**src/rtl/axi_master_arbiter.sv**
```systemverilog
// ---------------------------------------------------------------------------
// axi_master_arbiter
//
// Shares one AXI4 master port between two requesters:
//   port 0 (s0_*) : instruction fetch, read only (AR, R)
//   port 1 (s1_*) : load/store unit, read and write (AR, R, AW, W, B)
//   m_*           : full AXI4 master towards the io_master pins
//
// Only one downstream transaction is in flight at a time. Arbitration is
// round robin between the two ports, and it is decided in IDLE only.
//
// Ports:
//   clock, reset    single clock, asynchronous active-high reset
//   s0_ar*, s0_r*   fetch read-address / read-data channels
//   s1_ar*, s1_r*   LSU read-address / read-data channels
//   s1_aw*, s1_w*   LSU write-address / write-data channels
//   s1_b*           LSU write-response channel
//   m_*             downstream master channels
//   state_dbg       current FSM state (IDLE=0 RD_ADDR=1 RD_DATA=2
//                   WR_ADDR=3 WR_RESP=4)
//   grant_dbg       currently granted port
//
// Handshake semantics (all channels): a beat transfers on a rising clock edge
// where valid and ready are both high. The arbiter never makes any s_*ready
// depend on the same port's s_*valid; readies come from the registered
// state/grant and the downstream m_*ready only.
// ---------------------------------------------------------------------------
module axi_master_arbiter #(
    parameter int ADDR_W = 32,
    parameter int DATA_W = 32,
    parameter int ID_W   = 4
) (
    input  logic                clock,
    input  logic                reset,
    // port 0: fetch read channels
    input  logic                s0_arvalid,
    output logic                s0_arready,
    input  logic [ADDR_W-1:0]   s0_araddr,
    input  logic [ID_W-1:0]     s0_arid,
    input  logic [7:0]          s0_arlen,
    input  logic [2:0]          s0_arsize,
    input  logic [1:0]          s0_arburst,
    output logic                s0_rvalid,
    input  logic                s0_rready,
    output logic [DATA_W-1:0]   s0_rdata,
    output logic [1:0]          s0_rresp,
    output logic                s0_rlast,
    output logic [ID_W-1:0]     s0_rid,
    // port 1: LSU read channels
    input  logic                s1_arvalid,
    output logic                s1_arready,
    input  logic [ADDR_W-1:0]   s1_araddr,
    input  logic [ID_W-1:0]     s1_arid,
    input  logic [7:0]          s1_arlen,
    input  logic [2:0]          s1_arsize,
    input  logic [1:0]          s1_arburst,
    output logic                s1_rvalid,
    input  logic                s1_rready,
    output logic [DATA_W-1:0]   s1_rdata,
    output logic [1:0]          s1_rresp,
    output logic                s1_rlast,
    output logic [ID_W-1:0]     s1_rid,
    // port 1: LSU write channels
    input  logic                s1_awvalid,
    output logic                s1_awready,
    input  logic [ADDR_W-1:0]   s1_awaddr,
    input  logic [ID_W-1:0]     s1_awid,
    input  logic [7:0]          s1_awlen,
    input  logic [2:0]          s1_awsize,
    input  logic [1:0]          s1_awburst,
    input  logic                s1_wvalid,
    output logic                s1_wready,
    input  logic [DATA_W-1:0]   s1_wdata,
    input  logic [DATA_W/8-1:0] s1_wstrb,
    input  logic                s1_wlast,
    output logic                s1_bvalid,
    input  logic                s1_bready,
    output logic [1:0]          s1_bresp,
    output logic [ID_W-1:0]     s1_bid,
    // downstream master
    output logic                m_arvalid,
    input  logic                m_arready,
    output logic [ADDR_W-1:0]   m_araddr,
    output logic [ID_W-1:0]     m_arid,
    output logic [7:0]          m_arlen,
    output logic [2:0]          m_arsize,
    output logic [1:0]          m_arburst,
    input  logic                m_rvalid,
    output logic                m_rready,
    input  logic [DATA_W-1:0]   m_rdata,
    input  logic [1:0]          m_rresp,
    input  logic                m_rlast,
    input  logic [ID_W-1:0]     m_rid,
    output logic                m_awvalid,
    input  logic                m_awready,
    output logic [ADDR_W-1:0]   m_awaddr,
    output logic [ID_W-1:0]     m_awid,
    output logic [7:0]          m_awlen,
    output logic [2:0]          m_awsize,
    output logic [1:0]          m_awburst,
    output logic                m_wvalid,
    input  logic                m_wready,
    output logic [DATA_W-1:0]   m_wdata,
    output logic [DATA_W/8-1:0] m_wstrb,
    output logic                m_wlast,
    input  logic                m_bvalid,
    output logic                m_bready,
    input  logic [1:0]          m_bresp,
    input  logic [ID_W-1:0]     m_bid,
    // debug
    output logic [2:0]          state_dbg,
    output logic                grant_dbg
);

    typedef enum logic [2:0] {
        IDLE    = 3'd0,
        RD_ADDR = 3'd1,
        RD_DATA = 3'd2,
        WR_ADDR = 3'd3,
        WR_RESP = 3'd4
    } state_t;

    state_t state;
    logic   grant;       // 0 = fetch, 1 = LSU
    logic   last_grant;
    logic   aw_done;
    logic   w_done;

    logic   req0;
    logic   req1;
    logic   pick;
    logic   aw_done_n;
    logic   w_done_n;

    assign state_dbg = state;
    assign grant_dbg = grant;

    // Request decode and round-robin choice; with both requesting, the port
    // that did not win last time gets the bus.
    always_comb begin
        req0 = s0_arvalid;
        req1 = s1_arvalid | s1_awvalid;
        pick = 1'b0;
        if (req0 && req1) begin
            pick = ~last_grant;
        end else begin
            pick = req1;
        end
    end

    // Completion flags for the two independent write channels. A flag also
    // counts as done in the cycle its handshake happens so AW and W may
    // finish together.
    always_comb begin
        aw_done_n = aw_done | (m_awvalid & m_awready);
        w_done_n  = w_done  | (m_wvalid & m_wready & s1_wlast);
    end

    always_ff @(posedge clock or posedge reset) begin
        if (reset) begin
            state      <= IDLE;
            grant      <= 1'b0;
            last_grant <= 1'b1;
            aw_done    <= 1'b0;
            w_done     <= 1'b0;
        end else begin
            case (state)
                IDLE: begin
                    if (req0 || req1) begin
                        grant      <= pick;
                        last_grant <= pick;
                        // A pending LSU write wins over a pending LSU read.
                        if (pick && s1_awvalid) begin
                            state <= WR_ADDR;
                        end else begin
                            state <= RD_ADDR;
                        end
                    end
                end
                RD_ADDR: begin
                    if (m_arvalid && m_arready) begin
                        state <= RD_DATA;
                    end
                end
                RD_DATA: begin
                    if (m_rvalid && m_rready && m_rlast) begin
                        state <= IDLE;
                    end
                end
                WR_ADDR: begin
                    if (aw_done_n && w_done_n) begin
                        state   <= WR_RESP;
                        aw_done <= 1'b0;
                        w_done  <= 1'b0;
                    end else begin
                        aw_done <= aw_done_n;
                        w_done  <= w_done_n;
                    end
                end
                WR_RESP: begin
                    if (m_bvalid && m_bready) begin
                        state <= IDLE;
                    end
                end
                default: state <= IDLE;
            endcase
        end
    end

    // Channel routing. Every output is qualified by the state (and grant), so
    // an asynchronous reset drops all valid/ready outputs immediately.
    always_comb begin
        s0_arready = 1'b0;
        s1_arready = 1'b0;
        s0_rvalid  = 1'b0;
        s1_rvalid  = 1'b0;
        s0_rdata   = '0;
        s0_rresp   = '0;
        s0_rlast   = 1'b0;
        s0_rid     = '0;
        s1_rdata   = '0;
        s1_rresp   = '0;
        s1_rlast   = 1'b0;
        s1_rid     = '0;
        s1_awready = 1'b0;
        s1_wready  = 1'b0;
        s1_bvalid  = 1'b0;
        s1_bresp   = '0;
        s1_bid     = '0;
        m_arvalid  = 1'b0;
        m_araddr   = '0;
        m_arid     = '0;
        m_arlen    = '0;
        m_arsize   = '0;
        m_arburst  = '0;
        m_rready   = 1'b0;
        m_awvalid  = 1'b0;
        m_awaddr   = '0;
        m_awid     = '0;
        m_awlen    = '0;
        m_awsize   = '0;
        m_awburst  = '0;
        m_wvalid   = 1'b0;
        m_wdata    = '0;
        m_wstrb    = '0;
        m_wlast    = 1'b0;
        m_bready   = 1'b0;

        case (state)
            RD_ADDR: begin
                if (grant) begin
                    m_arvalid  = s1_arvalid;
                    m_araddr   = s1_araddr;
                    m_arid     = s1_arid;
                    m_arlen    = s1_arlen;
                    m_arsize   = s1_arsize;
                    m_arburst  = s1_arburst;
                    s1_arready = m_arready;
                end else begin
                    m_arvalid  = s0_arvalid;
                    m_araddr   = s0_araddr;
                    m_arid     = s0_arid;
                    m_arlen    = s0_arlen;
                    m_arsize   = s0_arsize;
                    m_arburst  = s0_arburst;
                    s0_arready = m_arready;
                end
            end
            RD_DATA: begin
                if (grant) begin
                    s1_rvalid = m_rvalid;
                    s1_rdata  = m_rdata;
                    s1_rresp  = m_rresp;
                    s1_rlast  = m_rlast;
                    s1_rid    = m_rid;
                    m_rready  = s1_rready;
                end else begin
                    s0_rvalid = m_rvalid;
                    s0_rdata  = m_rdata;
                    s0_rresp  = m_rresp;
                    s0_rlast  = m_rlast;
                    s0_rid    = m_rid;
                    m_rready  = s0_rready;
                end
            end
            WR_ADDR: begin
                if (grant) begin
                    m_awaddr   = s1_awaddr;
                    m_awid     = s1_awid;
                    m_awlen    = s1_awlen;
                    m_awsize   = s1_awsize;
                    m_awburst  = s1_awburst;
                    m_wdata    = s1_wdata;
                    m_wstrb    = s1_wstrb;
                    m_wlast    = s1_wlast;
                    // A channel that already finished is closed off.
                    m_awvalid  = s1_awvalid & ~aw_done;
                    s1_awready = m_awready  & ~aw_done;
                    m_wvalid   = s1_wvalid  & ~w_done;
                    s1_wready  = m_wready   & ~w_done;
                end
            end
            WR_RESP: begin
                if (grant) begin
                    s1_bvalid = m_bvalid;
                    s1_bresp  = m_bresp;
                    s1_bid    = m_bid;
                    m_bready  = s1_bready;
                end
            end
            default: ;
        endcase
    end

endmodule
```
**config.mk**
```make
export PLATFORM = sky130hd
export DESIGN_NAME = axi_master_arbiter
export DESIGN_NICKNAME = d
export VERILOG_FILES = /design/src/rtl/axi_master_arbiter.sv
export SDC_FILE = /design/constraint.sdc
export NUM_CORES = 1
export LEC_CHECK = 0
export BUFFER_PORTS_ARGS = -buffer_cell sky130_fd_sc_hd__buf_2
export CAP_MARGIN = 15
export CORE_AREA = 4 4 186 188
export CTS_CLUSTER_DIAMETER = 80
export DETAILED_ROUTE_END_ITERATION = 6
export DIE_AREA = 0 0 190 192
export PLACE_DENSITY = 0.3
export SYNTH_ARGS = -nofsm -noshare
export SYNTH_HDL_FRONTEND = slang
export SYNTH_SLANG_ARGS = --single-unit
```
**constraint.sdc**
```tcl
create_clock -name clock -period 2.3 [get_ports clock]
set_input_delay 0.115 -clock clock [delete_from_list [all_inputs] [get_ports clock]]
set_output_delay 0.115 -clock clock [all_outputs]
set_load 0.02 [all_outputs]
```
==> flow_summary.json <==
{
  "status": "completed",
  "layout-drive-gt1-share": 0.607,
  "grt_pass1_wl_um": 23200,
  "setup_slack_ns": 0.172,
  "drc": 0,
  "syn2layout_area_growth_pct": 118,
  "postSynthCellCount": 362,
  "drt_iter0_markers": 96,
  "setup_viol": 0,
  "numCtsBuffers": 3,
  "synth_top_cell_by_area": "and2_1",
  "clk_latency_ns": 0.23,
  "synth_edf_count": 0,
  "max_clock_freq_mhz": 470,
  "drv_slew": 0,
  "cts_resized": 0,
  "grt_antenna_before_repair": 0,
  "slew_headroom": 0.639,
  "cpMaxStageDelayCell": "dfrtp_1",
  "clkTransAtPathRegs_ns": 0.04,
  "start_util": 0.0750,
  "synthFlopType": "dfrtp_1",
  "r2r-start": "state_dbg[1]$_DFFE_PP0P_",
  "fp.dieArea_sq_um": 36500,
  "via_per_inst": 3.19,
  "finClkSkew_ns": 0.000632,
  "grt_usage": 0.0816,
  "synth-seq-cells": 7,
  "cts.path.max_buffers": 2,
  "ios": 478,
  "die_h_um": 192,
  "syn-cell-area_sq_um": 2480,
  "coreArea_sq_um": 33100,
  "routed_wl_um": 17100,
  "final_area_sq_um": 5410,
  "worst_r2r_endpoint": "aw_done$_DFFE_PP0P_",
  "synth_top_area_share": 0.443,
  "yosysUniqueCellTypes": 34,
  "dr.pass1.iters": 4,
  "reg2reg_depth": 3,
  "maxCapViolCount": 0,
  "finalNetCount": 1063,
  "hold_violations": 0,
  "reg2reg_slack_ns": 0.64,
  "hold_depth": 3,
  "min_path_type": "input port to flop",
  "min-delay-start": "m_arready",
  "synthTopCellsByArea": "and2_1 44%, mux2i_1 20%, nor2_1 8.5%",
  "period_share": 0.925,
  "crit_chain": "or3b_4, nor2_4, buf_4, and2_1, buf_2",
  "rsz0062_at_grt": "no",
  "place_hpwl_um": 15000,
  "routabilityCongestion": 0.753,
  "layout_commonest_cell": "buf_2",
  "grt.overflow.total": 0,
  "p_leak_nw": 3.25,
  "crit_type": "flop to output pin",
  "cp-end-kind": "output pin",
  "seq_area_frac_synth": 0.0710,
  "max_slew.worst_pin.slew_ns": 0.542,
  "wl_per_cell_um": 13.5,
  "syn_area_per_cell_sq_um": 6.86,
  "synthArstFlopShare": 1.00,
  "layout_common_cells": "477 x buf_2, 176 x and2_1, 56 x nor2_1",
  "fp.dieW_um": 190,
  "setup-tns-final_ns": 0,
  "vias": 4038,
  "place_area_sq_um": 5320,
  "diodes": 0,
  "utilization": 0.163,
  "numPortBuffers": 477,
  "cp.arrival_ns": 2.01,
  "pre_cts_ws_ns": 0.369,
  "start_kind": "flop",
  "ir_drop_v": 0.000242,
  "antenna_left": 0,
  "fin_crit_ns": 2.13,
  "power.total_mw": 0.677,
  "pwr_density_cell_nw_per_um2": 125,
  "placementRows": 67,
  "fillers": 3810,
  "worstPathRequired_ns": 2.18,
  "clock_sinks": 7,
  "max_stage_delay_ns": 0.57,
  "cts_max_level": 1,
  "cts_tree": "done",
  "syn_nets": 605,
  "grt_start_max_net_pins": 56,
  "path_max_fanout": 40,
  "root_buffer": "clkbuf_16",
  "grt_pass1_vias": 3944,
  "yosys_warnings": 0,
  "hold_end": "state_dbg[1]$_DFFE_PP0P_"
}
## layout make-up
| type | instances | area [sq um] | area share |
|---|---|---|---|
| repair buffers | 487 | 2490 | 0.460 |
| multi-input cells | 320 | 2100 | 0.387 |
| well taps | 448 | 561 | 0.104 |
| flip-flops and latches | 7 | 180 | 0.0333 |
| clock buffers | 4 | 78.8 | 0.0146 |
| inverters | 1 | 3.75 | 0.000694 |
## routing by layer
layer | routed length [um] | GRT usage
met1 | 6680 | 0.0983
met2 | 8700 | 0.151
met3 | 1550 | 0.0193
met4 | 139 | 0.0109
met5 | 0 | 0
## kinds of logic after synthesis
| family | synth area share |
|---|---|
| compound gates | 0.0398 |
| buf+inv | 0.0861 |
| flops | 0.0710 |
| mux | 0.207 |
| simple gates | 0.596 |
## registers in the layout (all words and copies together), names as in the netlist
name        count
aw_done         1
grant_dbg       1
last_grant      1
state_dbg       3
w_done          1
## stage by stage
stage	hold slack, ns	cells
CTS	0.201	1267
detailed placement	0.0937	1262
global route	0.229	1267
floorplan	-0.0823	362
finish	0.197	1267
global placement	0.0980	1262
## report_power, final
| part | internal [mW] | switching, mW | total [mW] |
|---|---|---|---|
| registers | 0.124 | 0 | 0.124 |
| clock network | 0.231 | 0.0664 | 0.297 |
| logic | 0.165 | 0.0912 | 0.256 |
| total | 0.519 | 0.158 | 0.677 |
## worst max-delay path, delay by kind of cell, from the launching register on
family | cells | cell delay [ns]
buffers and inverters | 2 | 0.47
DFF | 1 | 0.57
and+or+nand+nor | 3 | 0.73
## what timing repair did
| item | in CTS | in global routing |
|---|---|---|
| hold buffers | 1 | 0 |
| endpoints found under the hold margin | 6 | 0 |
| setup buffers | 0 | 0 |
## synth_stat cells (3+ instances only)
| cell | instances |
|---|---|
| buf_4 | 5 |
| clkbuf_1 | 8 |
| and3_1 | 4 |
| dfrtp_1 | 6 |
| buf_6 | 6 |
| nand3_1 | 4 |
| nand2_1 | 3 |
| mux2i_1 | 50 |
| buf_2 | 15 |
| nor2_1 | 56 |
| and3b_1 | 4 |
| and2_1 | 176 |
## worst max-delay path by stage
stage | slack [ns] | endpoint | cells after the start | from
final | 0.17 | s0_rdata[24] | 5 | state_dbg[1]$_DFFE_PP0P_
after global routing | 0.02 | s0_rdata[19] | 5 | state_dbg[1]$_DFFE_PP0P_
after CTS | 0.12 | s0_rdata[24] | 5 | state_dbg[1]$_DFFE_PP0P_
after detailed placement | 0.37 | s0_rdata[24] | 5 | state_dbg[1]$_DFFE_PP0P_
after global placement | 0.38 | s0_rvalid | 5 | state_dbg[1]$_DFFE_PP0P_
after floorplan | 0.63 | m_araddr[21] | 5 | state_dbg[2]$_DFFE_PP0P_
(Power assumes the default switching activity.)
